**src/rtl/serial_adder.sv**
```systemverilog
// Bit-serial adder/subtractor: one full-adder cell plus a carry flop, LSB first.
// Define SERIAL_ADDER_OVF_EN to add the signed-overflow output.
module serial_adder #(
   parameter int WIDTH = 8
) (
   input  logic             clk,
   input  logic             rst,
   input  logic             start,
   input  logic             sub,
   input  logic [WIDTH-1:0] a,
   input  logic [WIDTH-1:0] b,
   output logic             ready,
   output logic             done,
   output logic [WIDTH-1:0] sum,
   output logic             cout
`ifdef SERIAL_ADDER_OVF_EN
   ,
   output logic             ovf
`endif
);

   localparam int CW = $clog2(WIDTH);
   localparam logic [CW-1:0] LAST = CW'(WIDTH - 1);

   typedef enum logic [1:0] {
      IDLE,
      RUN,
      DONE
   } state_t;

   state_t state, state_nx;

   logic [WIDTH-1:0] a_sr, b_sr, res_sr;
   logic [CW-1:0]    cnt;
   logic             carry;
   logic             load, step, last;
   logic             bit_s, carry_nx;

   always_ff @(posedge clk or posedge rst) begin
      if (rst) state <= IDLE;
      else     state <= state_nx;
   end

   always_comb begin
      state_nx = state;
      load     = 1'b0;
      step     = 1'b0;
      last     = 1'b0;
      ready    = 1'b0;
      done     = 1'b0;
      unique case (state)
         IDLE: begin
            ready = 1'b1;
            if (start) begin
               load     = 1'b1;
               state_nx = RUN;
            end
         end
         RUN: begin
            step = 1'b1;
            if (cnt == LAST) begin
               last     = 1'b1;
               state_nx = DONE;
            end
         end
         DONE: begin
            ready = 1'b1;
            done  = 1'b1;
            if (start) begin
               load     = 1'b1;
               state_nx = RUN;
            end else begin
               state_nx = IDLE;
            end
         end
         default: state_nx = IDLE;
      endcase
   end

   // The single full-adder cell
   assign bit_s    = a_sr[0] ^ b_sr[0] ^ carry;
   assign carry_nx = (a_sr[0] & b_sr[0]) |
                     (a_sr[0] & carry)   |
                     (b_sr[0] & carry);

   always_ff @(posedge clk or posedge rst) begin
      if (rst) begin
         a_sr   <= '0;
         b_sr   <= '0;
         res_sr <= '0;
         cnt    <= '0;
         carry  <= 1'b0;
         sum    <= '0;
         cout   <= 1'b0;
`ifdef SERIAL_ADDER_OVF_EN
         ovf    <= 1'b0;
`endif
      end else if (load) begin
         a_sr  <= a;
         // Subtract as a + ~b + 1: the +1 enters through the carry flop
         b_sr  <= sub ? ~b : b;
         carry <= sub;
         cnt   <= '0;
      end else if (step) begin
         a_sr   <= {1'b0, a_sr[WIDTH-1:1]};
         b_sr   <= {1'b0, b_sr[WIDTH-1:1]};
         res_sr <= {bit_s, res_sr[WIDTH-1:1]};
         carry  <= carry_nx;
         cnt    <= cnt + CW'(1);
         if (last) begin
            sum  <= {bit_s, res_sr[WIDTH-1:1]};
            cout <= carry_nx;
`ifdef SERIAL_ADDER_OVF_EN
            ovf  <= carry ^ carry_nx;
`endif
         end
      end
   end

endmodule
```
**config.mk**
```make
export PLATFORM = sky130hd
export DESIGN_NAME = serial_adder
export DESIGN_NICKNAME = d
export VERILOG_FILES = /design/src/rtl/serial_adder.sv
export SDC_FILE = /design/constraint.sdc
export NUM_CORES = 1
export LEC_CHECK = 0
export CORE_MARGIN = 4
export CORE_UTILIZATION = 30
export CTS_CLUSTER_DIAMETER = 30
export DETAILED_ROUTE_END_ITERATION = 10
export PLACE_DENSITY = 0.59
export SLEW_MARGIN = 20
export SYNTH_ARGS = -nofsm -noshare
export SYNTH_HDL_FRONTEND = slang
export SYNTH_SLANG_ARGS = --single-unit
```
**constraint.sdc**
```tcl
create_clock -name clk -period 2.7 [get_ports clk]
set_input_delay 0.54 -clock clk [delete_from_list [all_inputs] [get_ports clk]]
set_output_delay 0.54 -clock clk [all_outputs]
set_load 0.02 [all_outputs]
```
==> impl_results.html, run 1 <==
<table>
<tr><th>Metric</th><th>Value</th></tr>
<tr><th colspan="2">Timing</th></tr>
<tr><td>Final Setup Violations</td><td>0</td></tr>
<tr><td>Portion of the clock cycle consumed by the worst path in the final layout</td><td>0.753</td></tr>
<tr><td>Time the final worst path needs with I/O delays and setup</td><td>2030 ps</td></tr>
<tr><td>Slew Viols, Final</td><td>0</td></tr>
<tr><td>Max_slew headroom</td><td>0.651</td></tr>
<tr><td>Pin slew with the least headroom to its limit</td><td>522 ps</td></tr>
<tr><td>Final hold violation count</td><td>0</td></tr>
<tr><td>Unrepaired setup endpoints after global routing</td><td>no</td></tr>
<tr><td>Final Skew</td><td>2.45 ps</td></tr>
<tr><td>Fmax</td><td>0.492 GHz</td></tr>
<tr><td>Setup total negative slack</td><td>0 ps</td></tr>
<tr><th colspan="2">Pwr</th></tr>
<tr><td>Areal power density over the cells</td><td>1110 nW/um^2</td></tr>
<tr><td>Leakage power total</td><td>1.01 nW</td></tr>
<tr><td>Worst supply voltage drop on vdd</td><td>329 uV</td></tr>
<tr><td>Total Power Consumption</td><td>0.00237 W</td></tr>
<tr><th colspan="2">Routing</th></tr>
<tr><td>Aggregate routed wire length</td><td>2.85 mm</td></tr>
<tr><td>Via Count</td><td>1041</td></tr>
<tr><td>Number of DRC markers after the initial detailed-route iteration</td><td>42</td></tr>
<tr><td>Remaining antenna violation count after routing</td><td>0</td></tr>
<tr><td>Number of remaining DRC errors</td><td>0</td></tr>
<tr><td>Routed length per instance</td><td>12.2 um</td></tr>
<tr><td>Pre-antenna DRT Iters</td><td>4</td></tr>
<tr><td>Via density per instance</td><td>4.47</td></tr>
<tr><th colspan="2">Floorplanning</th></tr>
<tr><td>Number of placement rows</td><td>27</td></tr>
<tr><td>DIE AREA</td><td>6970 um^2</td></tr>
<tr><td>Die Y-Extent</td><td>83.5 um</td></tr>
<tr><td>Count of boundary I/O pins</td><td>31</td></tr>
<tr><td>Initial Utilization</td><td>0.310</td></tr>
<tr><td>Core area</td><td>5510 um^2</td></tr>
<tr><td>DIE WIDTH</td><td>83.5 um</td></tr>
<tr><th colspan="2">Cells and area</th></tr>
<tr><td>Fraction of final layout cells sized beyond drive strength 1</td><td>0.199</td></tr>
<tr><td>Final net count</td><td>183</td></tr>
<tr><td>Fill cell count</td><td>524</td></tr>
<tr><td>Number of antenna cells inserted</td><td>0</td></tr>
<tr><td>Layout overhead on the synthesized area</td><td>24.9%</td></tr>
<tr><td>Area of the multi-input gates</td><td>664 um^2</td></tr>
<tr><td>Design area</td><td>2130 um^2</td></tr>
<tr><td>Register cell area after layout</td><td>951 um^2</td></tr>
<tr><th colspan="2">Hold path</th></tr>
<tr><td>Worst Hold Class</td><td>flop to flop</td></tr>
<tr><th colspan="2">Clock network</th></tr>
<tr><td>Max H-tree Level</td><td>2</td></tr>
<tr><td>CTS tree</td><td>yes</td></tr>
<tr><td>Clock buffers created by TritonCTS</td><td>5</td></tr>
<tr><td>Maximum buffer depth of the clock tree</td><td>2</td></tr>
<tr><td>Setup bufs post-CTS</td><td>0</td></tr>
<tr><td>Worst-skew pair later-pin latency</td><td>280 ps</td></tr>
<tr><td>Number of cells upsized or downsized after cts</td><td>0</td></tr>
<tr><td>Number of buffers inserted for hold repair after clock tree synthesis</td><td>0</td></tr>
<tr><td>Clock transition at path regs</td><td>70 ps</td></tr>
<tr><td>Clock sink count</td><td>38</td></tr>
<tr><td>Clock root cell</td><td>sky130_fd_sc_hd__clkbuf_8</td></tr>
<tr><th colspan="2">Place</th></tr>
<tr><td>Number of buffer cells added on primary ports</td><td>30</td></tr>
<tr><td>HPWL after detailed placement</td><td>2.04 mm</td></tr>
<tr><td>Placed cell areas</td><td>2040 um^2</td></tr>
<tr><td>Final Wtd Congestion</td><td>0.666</td></tr>
<tr><th colspan="2">Worst setup path</th></tr>
<tr><td>Sort of element at the end of the critical path</td><td>output port</td></tr>
<tr><td>Element type at the critical path start</td><td>flop</td></tr>
<tr><td>WP data arrival</td><td>1490 ps</td></tr>
<tr><td>Path type of the worst setup path</td><td>flop to output port</td></tr>
<tr><td>Critical path fanouts, max</td><td>4</td></tr>
<tr><td>Required time reported for the critical path endpoint</td><td>2160 ps</td></tr>
<tr><th colspan="2">Global routing</th></tr>
<tr><td>GRT Residual Overflow</td><td>0</td></tr>
<tr><td>Global-route wire length before repair</td><td>4.88 mm</td></tr>
<tr><td>Pin count of the biggest net entering global routing</td><td>39</td></tr>
<tr><td>Vias in the first global route</td><td>1132</td></tr>
<tr><td>Initial antenna violation count</td><td>0</td></tr>
<tr><td>Total routing resource utilization after global routing</td><td>0.0860</td></tr>
<tr><th colspan="2">Yosys</th></tr>
<tr><td>Top area cells in the synthesized netlist</td><td>sky130_fd_sc_hd__dfrtp_1 56%, sky130_fd_sc_hd__mux2_2 11%, sky130_fd_sc_hd__mux2i_1 5.9%, sky130_fd_sc_hd__a22o_1 4.6%, sky130_fd_sc_hd__xor2_1 4.1%</td></tr>
<tr><td>Synthesized area</td><td>1710 um^2</td></tr>
<tr><td>Synthesized Nets</td><td>150</td></tr>
<tr><td>Area share of the largest cell type after synthesis</td><td>0.556</td></tr>
<tr><td>Library cell with the largest summed area after synthesis</td><td>sky130_fd_sc_hd__dfrtp_1</td></tr>
<tr><td>Count of different cell masters after synthesis</td><td>22</td></tr>
<tr><td>Warnings, synthesis</td><td>0</td></tr>
<tr><td>Mapped Avg Cell Area</td><td>13.5 um^2</td></tr>
<tr><td>Flops &amp; latches, synth</td><td>38</td></tr>
<tr><td>Instance count of the mapped netlist</td><td>127</td></tr>
<tr><td>Sequential fraction of the synthesis area</td><td>0.556</td></tr>
<tr><th colspan="2">Flow run</th></tr>
<tr><td>Max capacitance violation total</td><td>0</td></tr>
<tr><th colspan="2">Status</th></tr>
<tr><td>Run status</td><td>finished clean</td></tr>
</table>
final timing paths:
| check | startpoint | to | slack (ps) | cells past startpoint |
|---|---|---|---|---|
| setup reg to reg | state[0] | res_sr[6] | 1130 | 3 |
| hold / removal | a_sr[1] | a_sr[1] | 480 | 1 |
| hold reg to reg | a_sr[1] | a_sr[1] | 480 | 1 |
| min in group asynchronous | rst | res_sr[2] | 680 | 3 |
| setup / recovery | state[0] | done | 670 | 2 |
| max in group asynchronous | rst | cnt[1] | 1700 | 3 |
metrics by stage:
stage / instances / hold slack, ps / utilization / worst slack (ps)
after floorplan: 127 / 450 / - / 1300
after CTS: 233 / 488 / 0.388 / 643
after global placement: 225 / 463 / 0.371 / 630
final: 233 / 484 / 0.388 / 668
after global routing: 233 / 500 / 0.388 / 595
after detailed placement: 225 / 470 / 0.371 / 597
synthesized netlist by cell type:
library cell	instances
sky130_fd_sc_hd__nor2_2	1
sky130_fd_sc_hd__and2b_2	1
sky130_fd_sc_hd__mux2i_1	10
sky130_fd_sc_hd__dfrtp_1	38
sky130_fd_sc_hd__a21o_1	7
sky130_fd_sc_hd__fa_1	1
sky130_fd_sc_hd__inv_1	4
sky130_fd_sc_hd__buf_4	1
sky130_fd_sc_hd__mux2_2	17
sky130_fd_sc_hd__o21ai_1	9
sky130_fd_sc_hd__buf_2	1
sky130_fd_sc_hd__nor2b_1	1
sky130_fd_sc_hd__nand2_2	1
sky130_fd_sc_hd__clkbuf_2	1
sky130_fd_sc_hd__a22o_1	9
sky130_fd_sc_hd__clkbuf_1	1
sky130_fd_sc_hd__buf_12	3
sky130_fd_sc_hd__nand2_1	9
sky130_fd_sc_hd__xor2_1	8
sky130_fd_sc_hd__nor2_1	1
sky130_fd_sc_hd__ha_1	2
sky130_fd_sc_hd__nor2b_4	1
routing by layer:
| layer | vias to the layer above | wire length (um) | share of wire | track usage |
|---|---|---|---|---|
| met5 | - | 0 | 0 | 0 |
| met4 | 0 | 50 | 0.018 | 0.0526 |
| met3 | 4 | 121 | 0.043 | 0.0197 |
| met2 | 25 | 1410 | 0.49 | 0.147 |
| met1 | 510 | 1270 | 0.45 | 0.0973 |
| li1 | 502 | - | - | - |
state kept, by name, indices dropped and copies added (netlist names):
name and flops:
cout 1, b_sr 8, a_sr 8, cnt 3
sum 8, res_sr 7, state 2, carry 1
layout by cell type, fill, tap and decap left out:
cell type / n
sky130_fd_sc_hd__and2b_2: 1
sky130_fd_sc_hd__nor2b_2: 1
sky130_fd_sc_hd__inv_1: 4
sky130_fd_sc_hd__nand2_2: 1
sky130_fd_sc_hd__clkinv_2: 1
sky130_fd_sc_hd__clkbuf_1: 1
sky130_fd_sc_hd__fa_1: 1
sky130_fd_sc_hd__mux2i_1: 10
sky130_fd_sc_hd__nor2b_4: 1
sky130_fd_sc_hd__a22o_1: 9
sky130_fd_sc_hd__o21ai_1: 9
sky130_fd_sc_hd__clkbuf_8: 6
sky130_fd_sc_hd__nand2_1: 9
sky130_fd_sc_hd__ha_1: 2
sky130_fd_sc_hd__dfrtp_1: 38
sky130_fd_sc_hd__xor2_1: 8
sky130_fd_sc_hd__a21o_1: 7
sky130_fd_sc_hd__buf_4: 3
sky130_fd_sc_hd__nor2_1: 1
sky130_fd_sc_hd__nor2_2: 1
sky130_fd_sc_hd__mux2_2: 17
sky130_fd_sc_hd__clkdlybuf4s50_1: 30
critical path, cell delays in order, from the launching register on:
cell and delay (ps):
sky130_fd_sc_hd__dfrtp_1 410, sky130_fd_sc_hd__and2b_2 220, sky130_fd_sc_hd__clkdlybuf4s50_1 590
cell families after synthesis:
kind of cell / Yosys count / synth area share
flops: 38 / 0.556
mux: 27 / 0.171
compound gates: 25 / 0.103
simple gates: 15 / 0.0461
buf+inv: 11 / 0.0564
xor+xnor: 8 / 0.0410
fa+ha+maj: 3 / 0.0264
power breakdown:
group	internal (W)	switching, W
clock network	0.000206	0.000182
registers	0.000835	0.000150
logic	0.000550	0.000446
area by class of cell:
cell class / instances / area share
clock inverter: 1 / 0.00234
timing repair buffer: 33 / 0.151
inverter: 4 / 0.00703
sequential: 38 / 0.445
multi-input combinational: 78 / 0.311
tap: 72 / 0.0422
clock buffer: 7 / 0.0404
Note: power is estimated with default switching activity, not from simulation.
==> inputs of run 2 (changes only) <==
==> constraint.sdc (replaced) <==
create_clock -name clk -period 1.9 [get_ports clk]
set_input_delay 0.38 -clock clk [delete_from_list [all_inputs] [get_ports clk]]
set_output_delay 0.38 -clock clk [all_outputs]
set_load 0.02 [all_outputs]
==> impl_results.html, run 2 (synthesis results as in run 1) <==
<table>
<tr><th>Metric</th><th>Value</th></tr>
<tr><th colspan="2">Status</th></tr>
<tr><td>Run status</td><td>finished clean</td></tr>
<tr><th colspan="2">Flow run</th></tr>
<tr><td>Max capacitance violation total</td><td>0 (unchanged)</td></tr>
<tr><th colspan="2">Clock network</th></tr>
<tr><td>Clock sink count</td><td>38 (unchanged)</td></tr>
<tr><td>Setup bufs post-CTS</td><td>0 (unchanged)</td></tr>
<tr><td>Max H-tree Level</td><td>2 (unchanged)</td></tr>
<tr><td>Number of buffers inserted for hold repair after clock tree synthesis</td><td>0 (unchanged)</td></tr>
<tr><td>Clock root cell</td><td>sky130_fd_sc_hd__clkbuf_8</td></tr>
<tr><td>Clock buffers created by TritonCTS</td><td>5 (unchanged)</td></tr>
<tr><td>Maximum buffer depth of the clock tree</td><td>2 (unchanged)</td></tr>
<tr><td>Worst-skew pair later-pin latency</td><td>280 ps (about the same)</td></tr>
<tr><td>Clock transition at path regs</td><td>70 ps (about the same)</td></tr>
<tr><td>CTS tree</td><td>yes</td></tr>
<tr><th colspan="2">Worst setup path</th></tr>
<tr><td>Highest-delay cell along the critical path</td><td>sky130_fd_sc_hd__clkdlybuf4s50_1</td></tr>
<tr><td>WP buf/inv</td><td>2 (+1)</td></tr>
<tr><td>WP data arrival</td><td>1350 ps (-140 ps)</td></tr>
<tr><td>Delay of the slowest cell on the worst path</td><td>590 ps (about the same)</td></tr>
<tr><td>Sort of element at the end of the critical path</td><td>output port</td></tr>
<tr><td>Cell chain of the critical path</td><td>inv_1 &gt; clkdlybuf4s50_1</td></tr>
<tr><td>Path type of the worst setup path</td><td>flop to output port</td></tr>
<tr><td>Element type at the critical path start</td><td>flop</td></tr>
<tr><td>Category of cells accounting for the largest share of critical-path delay</td><td>buffers and inverters</td></tr>
<tr><td>Required time reported for the critical path endpoint</td><td>1520 ps (-640 ps)</td></tr>
<tr><td>Worst-case reg-to-reg path depth</td><td>3 (unchanged)</td></tr>
<tr><td>Critical path fanouts, max</td><td>4 (unchanged)</td></tr>
<tr><td>Crit. path cell count</td><td>2 (unchanged)</td></tr>
<tr><th colspan="2">Cells and area</th></tr>
<tr><td>Number of antenna cells inserted</td><td>0 (unchanged)</td></tr>
<tr><td>Biggest regs</td><td>a_sr x8, b_sr x8, sum x8</td></tr>
<tr><td>Most frequent cells in the layout</td><td>38 x sky130_fd_sc_hd__dfrtp_1, 29 x sky130_fd_sc_hd__clkdlybuf4s50_1, 17 x sky130_fd_sc_hd__mux2_2</td></tr>
<tr><td>Layout overhead on the synthesized area</td><td>26.1%</td></tr>
<tr><td>Most common library cell in the layout ignoring fill and taps</td><td>sky130_fd_sc_hd__dfrtp_1</td></tr>
<tr><td>Non-filler cells, final</td><td>236 (+1.3%)</td></tr>
<tr><td>Final net count</td><td>186 (+1.6%)</td></tr>
<tr><td>Fraction of final layout cells sized beyond drive strength 1</td><td>0.213 (+0.0147)</td></tr>
<tr><th colspan="2">Global routing</th></tr>
<tr><td>Global-route wire length before repair</td><td>5.15 mm (+5.5%)</td></tr>
<tr><td>Pin count of the biggest net entering global routing</td><td>39 (unchanged)</td></tr>
<tr><td>GRT Residual Overflow</td><td>0 (unchanged)</td></tr>
<tr><td>Initial antenna violation count</td><td>0 (unchanged)</td></tr>
<tr><td>Vias in the first global route</td><td>1136 (+0.35%)</td></tr>
<tr><td>Total routing resource utilization after global routing</td><td>0.0907 (+0.00476)</td></tr>
<tr><th colspan="2">Pwr</th></tr>
<tr><td>Combinational fraction of design power</td><td>0.426 (+0.006)</td></tr>
<tr><td>Worst supply voltage drop on vdd</td><td>492 uV (+49%)</td></tr>
<tr><td>Reg power frac</td><td>0.412 (-0.004)</td></tr>
<tr><td>Clock group share of total power</td><td>0.162 (-0.002)</td></tr>
<tr><td>Internal portion of total power</td><td>0.00228 W (+43%)</td></tr>
<tr><td>Areal power density over the cells</td><td>1580 nW/um^2 (+42%)</td></tr>
<tr><td>Net switching power of the design</td><td>0.00112 W (+43%)</td></tr>
<tr><td>Leakage power total</td><td>1.03 nW (+1.9%)</td></tr>
<tr><td>Switching share of total power</td><td>0.328 (about the same)</td></tr>
<tr><th colspan="2">Hold path</th></tr>
<tr><td>Hold path cells</td><td>1 (unchanged)</td></tr>
<tr><td>Worst Hold Class</td><td>flop to flop</td></tr>
<tr><th colspan="2">Timing</th></tr>
<tr><td>Slew Viols, Final</td><td>0 (unchanged)</td></tr>
<tr><td>Fmax</td><td>0.578 GHz</td></tr>
<tr><td>Time the final worst path needs with I/O delays and setup</td><td>1730 ps</td></tr>
<tr><td>Final Skew</td><td>4.13 ps (+1.67 ps)</td></tr>
<tr><td>Final hold violation count</td><td>0 (unchanged)</td></tr>
<tr><td>Portion of the clock cycle consumed by the worst path in the final layout</td><td>0.910</td></tr>
<tr><td>Pin slew with the least headroom to its limit</td><td>476 ps (-46.0 ps)</td></tr>
<tr><td>Max_slew headroom</td><td>0.683 (+0.0322)</td></tr>
<tr><td>Unrepaired setup endpoints after global routing</td><td>no</td></tr>
<tr><td>Setup total negative slack</td><td>0 ps (unchanged)</td></tr>
<tr><td>Final Setup Violations</td><td>0 (unchanged)</td></tr>
<tr><th colspan="2">Place</th></tr>
<tr><td>Final Wtd Congestion</td><td>0.690 (+3.6%)</td></tr>
<tr><td>Total instance count after detailed placement</td><td>228 (+1.3%)</td></tr>
<tr><td>HPWL after detailed placement</td><td>2.16 mm (+5.6%)</td></tr>
<tr><td>Number of buffer cells added on primary ports</td><td>30 (unchanged)</td></tr>
<tr><th colspan="2">Routing</th></tr>
<tr><td>Number of remaining DRC errors</td><td>0 (unchanged)</td></tr>
<tr><td>Number of DRC markers after the initial detailed-route iteration</td><td>37 (-12%)</td></tr>
<tr><td>Aggregate routed wire length</td><td>2.96 mm (+4.0%)</td></tr>
<tr><td>Via density per instance</td><td>4.32 (-3.4%)</td></tr>
<tr><td>Detailed-routed wire length on met2</td><td>1.44 mm (+2.3%)</td></tr>
<tr><td>Routed length per instance</td><td>12.5 um (+2.7%)</td></tr>
<tr><td>Detail Route met3 WL</td><td>100 um (-17%)</td></tr>
<tr><td>Remaining antenna violation count after routing</td><td>0 (unchanged)</td></tr>
<tr><td>M1 WL</td><td>1.39 mm (+9.6%)</td></tr>
<tr><td>Uppermost layer routed</td><td>met4</td></tr>
<tr><td>Pre-antenna DRT Iters</td><td>4 (unchanged)</td></tr>
<tr><td>Via Count</td><td>1019 (-2.1%)</td></tr>
<tr><th colspan="2">Floorplanning</th></tr>
<tr><td>DIE AREA</td><td>6970 um^2 (unchanged)</td></tr>
<tr><td>Count of boundary I/O pins</td><td>31 (unchanged)</td></tr>
<tr><td>Core area</td><td>5510 um^2 (unchanged)</td></tr>
<tr><td>Number of placement rows</td><td>27 (unchanged)</td></tr>
<tr><td>Initial Utilization</td><td>0.310 (unchanged)</td></tr>
<tr><td>DIE WIDTH</td><td>83.5 um (unchanged)</td></tr>
<tr><td>Die Y-Extent</td><td>83.5 um (unchanged)</td></tr>
</table>
[run 2: cell count changes in the layout (fill, tap and decap cells not counted), sizes merged]
cell           delta
dlygate4sd2       +1
clkdlybuf4s50     -1
buf               +3
[run 2: worst reg2reg max path: cells and delay by family (launching register included)]
family,cells,cell delay (ps)
flops,1,390
buf+inv,1,240
mux,1,350
simple gates,1,400
[run 2: what timing repair did]
action,4_1_cts,5_1_grt
setup endpoints to repair,1,0
gates resized for setup,1,0
endpoints found under the hold margin,0,0
[run 2: layer usage]
metal  track usage  up-vias
met2         0.147       20
met1         0.109      488
met3        0.0227        2
li1              -      509
met5             0        -
met4        0.0526        0
[run 2: power groups by stage]
stage | Combinational [W] | Sequential [W] | Clock [W]
after floorplan | 0.00107 | 0.00148 | 0
after global placement | 0.00143 | 0.00140 | 0
after detailed placement | 0.00148 | 0.00142 | 0
after CTS | 0.00148 | 0.00141 | 0.000583
after global routing | 0.00160 | 0.00146 | 0.000612
final | 0.00145 | 0.00140 | 0.000550
[run 2: final cells by class]
| type | instances | area (um^2) |
|---|---|---|
| fillers | 533 | 3350 |
| clock inverters | 1 | 5.00 |
| repair buffers | 36 | 344 |
| multi-input cells | 78 | 664 |
| clock buffers | 7 | 86.3 |
| well taps | 72 | 90.1 |
| flip-flops and latches | 38 | 951 |
| inverters | 4 | 15.0 |
[run 2: final timing paths]
kind	start	endpoint	slack, ps
max	state[0]	ready	170
min	a_sr[5]	a_sr[5]	480
max reg2reg	state[0]	res_sr[2]	400
min reg2reg	a_sr[5]	a_sr[5]	480
max in group asynchronous	rst	state[1]	1040
min in group asynchronous	rst	sum[0]	520
[run 2: stage by stage]
| step | total power, W | utilization | hold slack (ps) | cell area [um^2] | setup WS (ps) |
|---|---|---|---|---|---|
| after detailed placement | 0.00290 | 0.375 | 470 | 2070 | 246 |
| after CTS | 0.00347 | 0.392 | 487 | 2160 | 140 |
| final | 0.00340 | 0.392 | 482 | 2160 | 171 |
| after global routing | 0.00366 | 0.392 | 494 | 2160 | 103 |
| after global placement | 0.00283 | 0.375 | 459 | 2070 | 292 |
| after floorplan | 0.00255 | - | 450 | 1710 | 529 |
==> inputs of run 3 (changes only) <==
--- a/config.mk
+++ b/config.mk
@@ -5,7 +5,6 @@
 export SDC_FILE = /design/constraint.sdc
 export NUM_CORES = 1
 export LEC_CHECK = 0
-export CORE_MARGIN = 4
 export CORE_UTILIZATION = 30
 export CTS_CLUSTER_DIAMETER = 30
 export DETAILED_ROUTE_END_ITERATION = 10
==> impl_results.html, run 3 (synthesis results as in run 1) <==
<table>
<tr><th>Metric</th><th>Value</th></tr>
<tr><th colspan="2">Status</th></tr>
<tr><td>Run status</td><td>finished clean</td></tr>
<tr><th colspan="2">Routing</th></tr>
<tr><td>Number of DRC markers after the initial detailed-route iteration</td><td>65 (+76%)</td></tr>
<tr><td>Uppermost layer routed</td><td>met4</td></tr>
<tr><td>Aggregate routed wire length</td><td>2.87 mm (-3.2%)</td></tr>
<tr><td>Number of remaining DRC errors</td><td>0 (unchanged)</td></tr>
<tr><td>M1 WL</td><td>1.29 mm (-7.1%)</td></tr>
<tr><td>Via Count</td><td>1069 (+4.9%)</td></tr>
<tr><td>Detail Route met3 WL</td><td>102 um (+2.0%)</td></tr>
<tr><td>Remaining antenna violation count after routing</td><td>0 (unchanged)</td></tr>
<tr><td>Pre-antenna DRT Iters</td><td>4 (unchanged)</td></tr>
<tr><td>Routed length per instance</td><td>12.2 um (-2.4%)</td></tr>
<tr><td>Detailed-routed wire length on met2</td><td>1.40 mm (-2.5%)</td></tr>
<tr><td>Via density per instance</td><td>4.57 (+5.8%)</td></tr>
<tr><th colspan="2">Pwr</th></tr>
<tr><td>Worst supply voltage drop on vdd</td><td>535 uV (+8.9%)</td></tr>
<tr><td>Areal power density over the cells</td><td>1580 nW/um^2 (about the same)</td></tr>
<tr><td>Internal portion of total power</td><td>0.00227 W (-0.60%)</td></tr>
<tr><td>Leakage power total</td><td>1.03 nW (-0.49%)</td></tr>
<tr><td>Combinational fraction of design power</td><td>0.428 (+0.002)</td></tr>
<tr><td>Clock group share of total power</td><td>0.156 (-0.006)</td></tr>
<tr><td>Switching share of total power</td><td>0.329 (+0.000833)</td></tr>
<tr><td>Reg power frac</td><td>0.416 (+0.004)</td></tr>
<tr><td>Net switching power of the design</td><td>0.00111 W (-0.22%)</td></tr>
<tr><th colspan="2">Hold path</th></tr>
<tr><td>Worst Hold Class</td><td>flop to flop</td></tr>
<tr><td>Hold Path Sink</td><td>a_sr[1]</td></tr>
<tr><td>Hold path cells</td><td>1 (unchanged)</td></tr>
<tr><td>Critical hold path startpoint</td><td>a_sr[1]</td></tr>
<tr><th colspan="2">Cells and area</th></tr>
<tr><td>Layout overhead on the synthesized area</td><td>25.6%</td></tr>
<tr><td>Fraction of final layout cells sized beyond drive strength 1</td><td>0.210 (-0.00354)</td></tr>
<tr><td>Biggest regs</td><td>a_sr x8, b_sr x8, sum x8</td></tr>
<tr><td>Final net count</td><td>186 (unchanged)</td></tr>
<tr><td>End-of-flow core utilization</td><td>0.390 (-0.00159)</td></tr>
<tr><td>Fill cell count</td><td>537 (+0.75%)</td></tr>
<tr><td>Most frequent cells in the layout</td><td>38 x sky130_fd_sc_hd__dfrtp_1, 29 x sky130_fd_sc_hd__clkdlybuf4s50_1, 17 x sky130_fd_sc_hd__mux2_2</td></tr>
<tr><td>Area of the multi-input gates</td><td>664 um^2 (unchanged)</td></tr>
<tr><td>Register cell area after layout</td><td>951 um^2 (unchanged)</td></tr>
<tr><td>Number of antenna cells inserted</td><td>0 (unchanged)</td></tr>
<tr><td>Most common library cell in the layout ignoring fill and taps</td><td>sky130_fd_sc_hd__dfrtp_1</td></tr>
<tr><th colspan="2">Global routing</th></tr>
<tr><td>Total routing resource utilization after global routing</td><td>0.107 (+0.0161)</td></tr>
<tr><td>GRT Residual Overflow</td><td>0 (unchanged)</td></tr>
<tr><td>Pin count of the biggest net entering global routing</td><td>39 (unchanged)</td></tr>
<tr><td>Vias in the first global route</td><td>1075 (-5.4%)</td></tr>
<tr><td>Initial antenna violation count</td><td>0 (unchanged)</td></tr>
<tr><td>Global-route wire length before repair</td><td>4.93 mm (-4.2%)</td></tr>
<tr><th colspan="2">Floorplanning</th></tr>
<tr><td>Count of boundary I/O pins</td><td>31 (unchanged)</td></tr>
<tr><td>DIE WIDTH</td><td>77.5 um (-7.2%)</td></tr>
<tr><td>Initial Utilization</td><td>0.310 (unchanged)</td></tr>
<tr><td>Number of placement rows</td><td>27 (unchanged)</td></tr>
<tr><td>Die Y-Extent</td><td>77.5 um (-7.2%)</td></tr>
<tr><td>Core area</td><td>5510 um^2 (unchanged)</td></tr>
<tr><td>DIE AREA</td><td>6000 um^2 (-14%)</td></tr>
<tr><th colspan="2">Worst setup path</th></tr>
<tr><td>WP data arrival</td><td>1360 ps (about the same)</td></tr>
<tr><td>Highest-delay cell along the critical path</td><td>sky130_fd_sc_hd__clkdlybuf4s50_1</td></tr>
<tr><td>Path type of the worst setup path</td><td>flop to output port</td></tr>
<tr><td>Critical R2R Capture</td><td>sum[2]</td></tr>
<tr><td>Worst-case reg-to-reg path depth</td><td>4 (+1)</td></tr>
<tr><td>Cell chain of the critical path</td><td>inv_1 &gt; clkdlybuf4s50_1</td></tr>
<tr><td>Startpoint of the lowest-slack register-to-register path</td><td>cnt[0]</td></tr>
<tr><td>Sort of element at the end of the critical path</td><td>output port</td></tr>
<tr><td>Critical path fanouts, max</td><td>4 (unchanged)</td></tr>
<tr><td>Required time reported for the critical path endpoint</td><td>1520 ps (about the same)</td></tr>
<tr><td>Delay of the slowest cell on the worst path</td><td>590 ps (about the same)</td></tr>
<tr><td>Element type at the critical path start</td><td>flop</td></tr>
<tr><td>Register-to-register path setup slack</td><td>390 ps (about the same)</td></tr>
<tr><th colspan="2">Clock network</th></tr>
<tr><td>Clock buffers created by TritonCTS</td><td>5 (unchanged)</td></tr>
<tr><td>Clock sink count</td><td>38 (unchanged)</td></tr>
<tr><td>Max H-tree Level</td><td>2 (unchanged)</td></tr>
<tr><td>Worst-skew pair later-pin latency</td><td>280 ps (about the same)</td></tr>
<tr><td>CTS tree</td><td>yes</td></tr>
<tr><td>Clock root cell</td><td>sky130_fd_sc_hd__clkbuf_8</td></tr>
<tr><td>Setup bufs post-CTS</td><td>0 (unchanged)</td></tr>
<tr><td>Clock transition at path regs</td><td>70 ps (about the same)</td></tr>
<tr><td>Maximum buffer depth of the clock tree</td><td>2 (unchanged)</td></tr>
<tr><th colspan="2">Timing</th></tr>
<tr><td>Pin slew with the least headroom to its limit</td><td>464 ps (-11.9 ps)</td></tr>
<tr><td>Portion of the clock cycle consumed by the worst path in the final layout</td><td>0.915 (+0.00502)</td></tr>
<tr><td>Post-layout worst setup margin</td><td>161 ps (-9.55 ps)</td></tr>
<tr><td>Setup total negative slack</td><td>0 ps (unchanged)</td></tr>
<tr><td>Slew Viols, Final</td><td>0 (unchanged)</td></tr>
<tr><td>Final Skew</td><td>3.47 ps (-0.655 ps)</td></tr>
<tr><td>Unrepaired setup endpoints after global routing</td><td>no</td></tr>
<tr><td>Fmax</td><td>0.575 GHz (-0.55%)</td></tr>
<tr><td>Max_slew headroom</td><td>0.691 (+0.00790)</td></tr>
<tr><td>Time the final worst path needs with I/O delays and setup</td><td>1740 ps (+9.55 ps)</td></tr>
<tr><td>Hold Slack</td><td>484 ps (+1.54 ps)</td></tr>
<tr><td>Final Setup Violations</td><td>0 (unchanged)</td></tr>
<tr><td>Final hold violation count</td><td>0 (unchanged)</td></tr>
<tr><th colspan="2">Place</th></tr>
<tr><td>HPWL after detailed placement</td><td>2.04 mm (-5.4%)</td></tr>
<tr><td>Number of buffer cells added on primary ports</td><td>30 (unchanged)</td></tr>
<tr><td>Worst setup timing slack at the placement stage</td><td>292 ps (+46.4 ps)</td></tr>
<tr><td>Final Wtd Congestion</td><td>0.702 (+1.8%)</td></tr>
<tr><th colspan="2">Flow run</th></tr>
<tr><td>Max capacitance violation total</td><td>0 (unchanged)</td></tr>
</table>
==> run 3: changes by cell type in the layout (fill, tap and decap cells not counted), sizes merged <==
cell,previous run,this run
clkbuf,7,6
clkinv,1,0
==> run 3: how the worst max path moves through the flow <==
stage	to	from	slack [ps]	cells past startpoint
after floorplan	cout	cnt[0]	530	4
final	ready	state[0]	160	2
after global routing	ready	state[0]	110	2
after detailed placement	a_sr[2]	start	290	5
after global placement	a_sr[4]	start	310	5
after CTS	ready	state[0]	140	2
==> run 3: layout make-up <==
class,instances,share of cell area
Sequential cell,38,0.443
Timing Repair Buffer,36,0.160
Inverter,4,0.00699
Tap cell,72,0.0420
Multi-Input combinational cell,78,0.309
Clock buffer,6,0.0385
==> run 3: routing by layer <==
metal  global-route usage  up-vias
li1                     -      506
met1                0.123      532
met2                0.175       25
met3               0.0247        6
met4               0.0736        0
met5                    0        -
==> run 3: stage by stage <==
step	total power, W	cell area, um^2	cells
finish	0.00338	2150	234
global route	0.00362	2150	234
CTS	0.00344	2150	234
detailed placement	0.00290	2070	228
global placement	0.00282	2070	228
floorplan	0.00255	1710	127
==> run 3: power groups by stage <==
stage / Clock, W / Combinational, W / Sequential [W]
finish: 0.000529 / 0.00145 / 0.00141
global placement: 0 / 0.00142 / 0.00140
CTS: 0.000553 / 0.00147 / 0.00141
detailed placement: 0 / 0.00147 / 0.00143
global route: 0.000581 / 0.00159 / 0.00145
floorplan: 0 / 0.00107 / 0.00148
==> run 3: critical path: cells and delay by family (launching register included) <==
| family | cells | cell delay [ps] |
|---|---|---|
| DFF | 1 | 420 |
| buffers and inverters | 2 | 660 |
==> run 3: what timing repair did <==
action / in CTS / in global routing
resized for setup: 1 / 0
hold endpoints to repair: 0 / 0
hold buffers: 0 / 0
setup endpoints to repair: 1 / 0
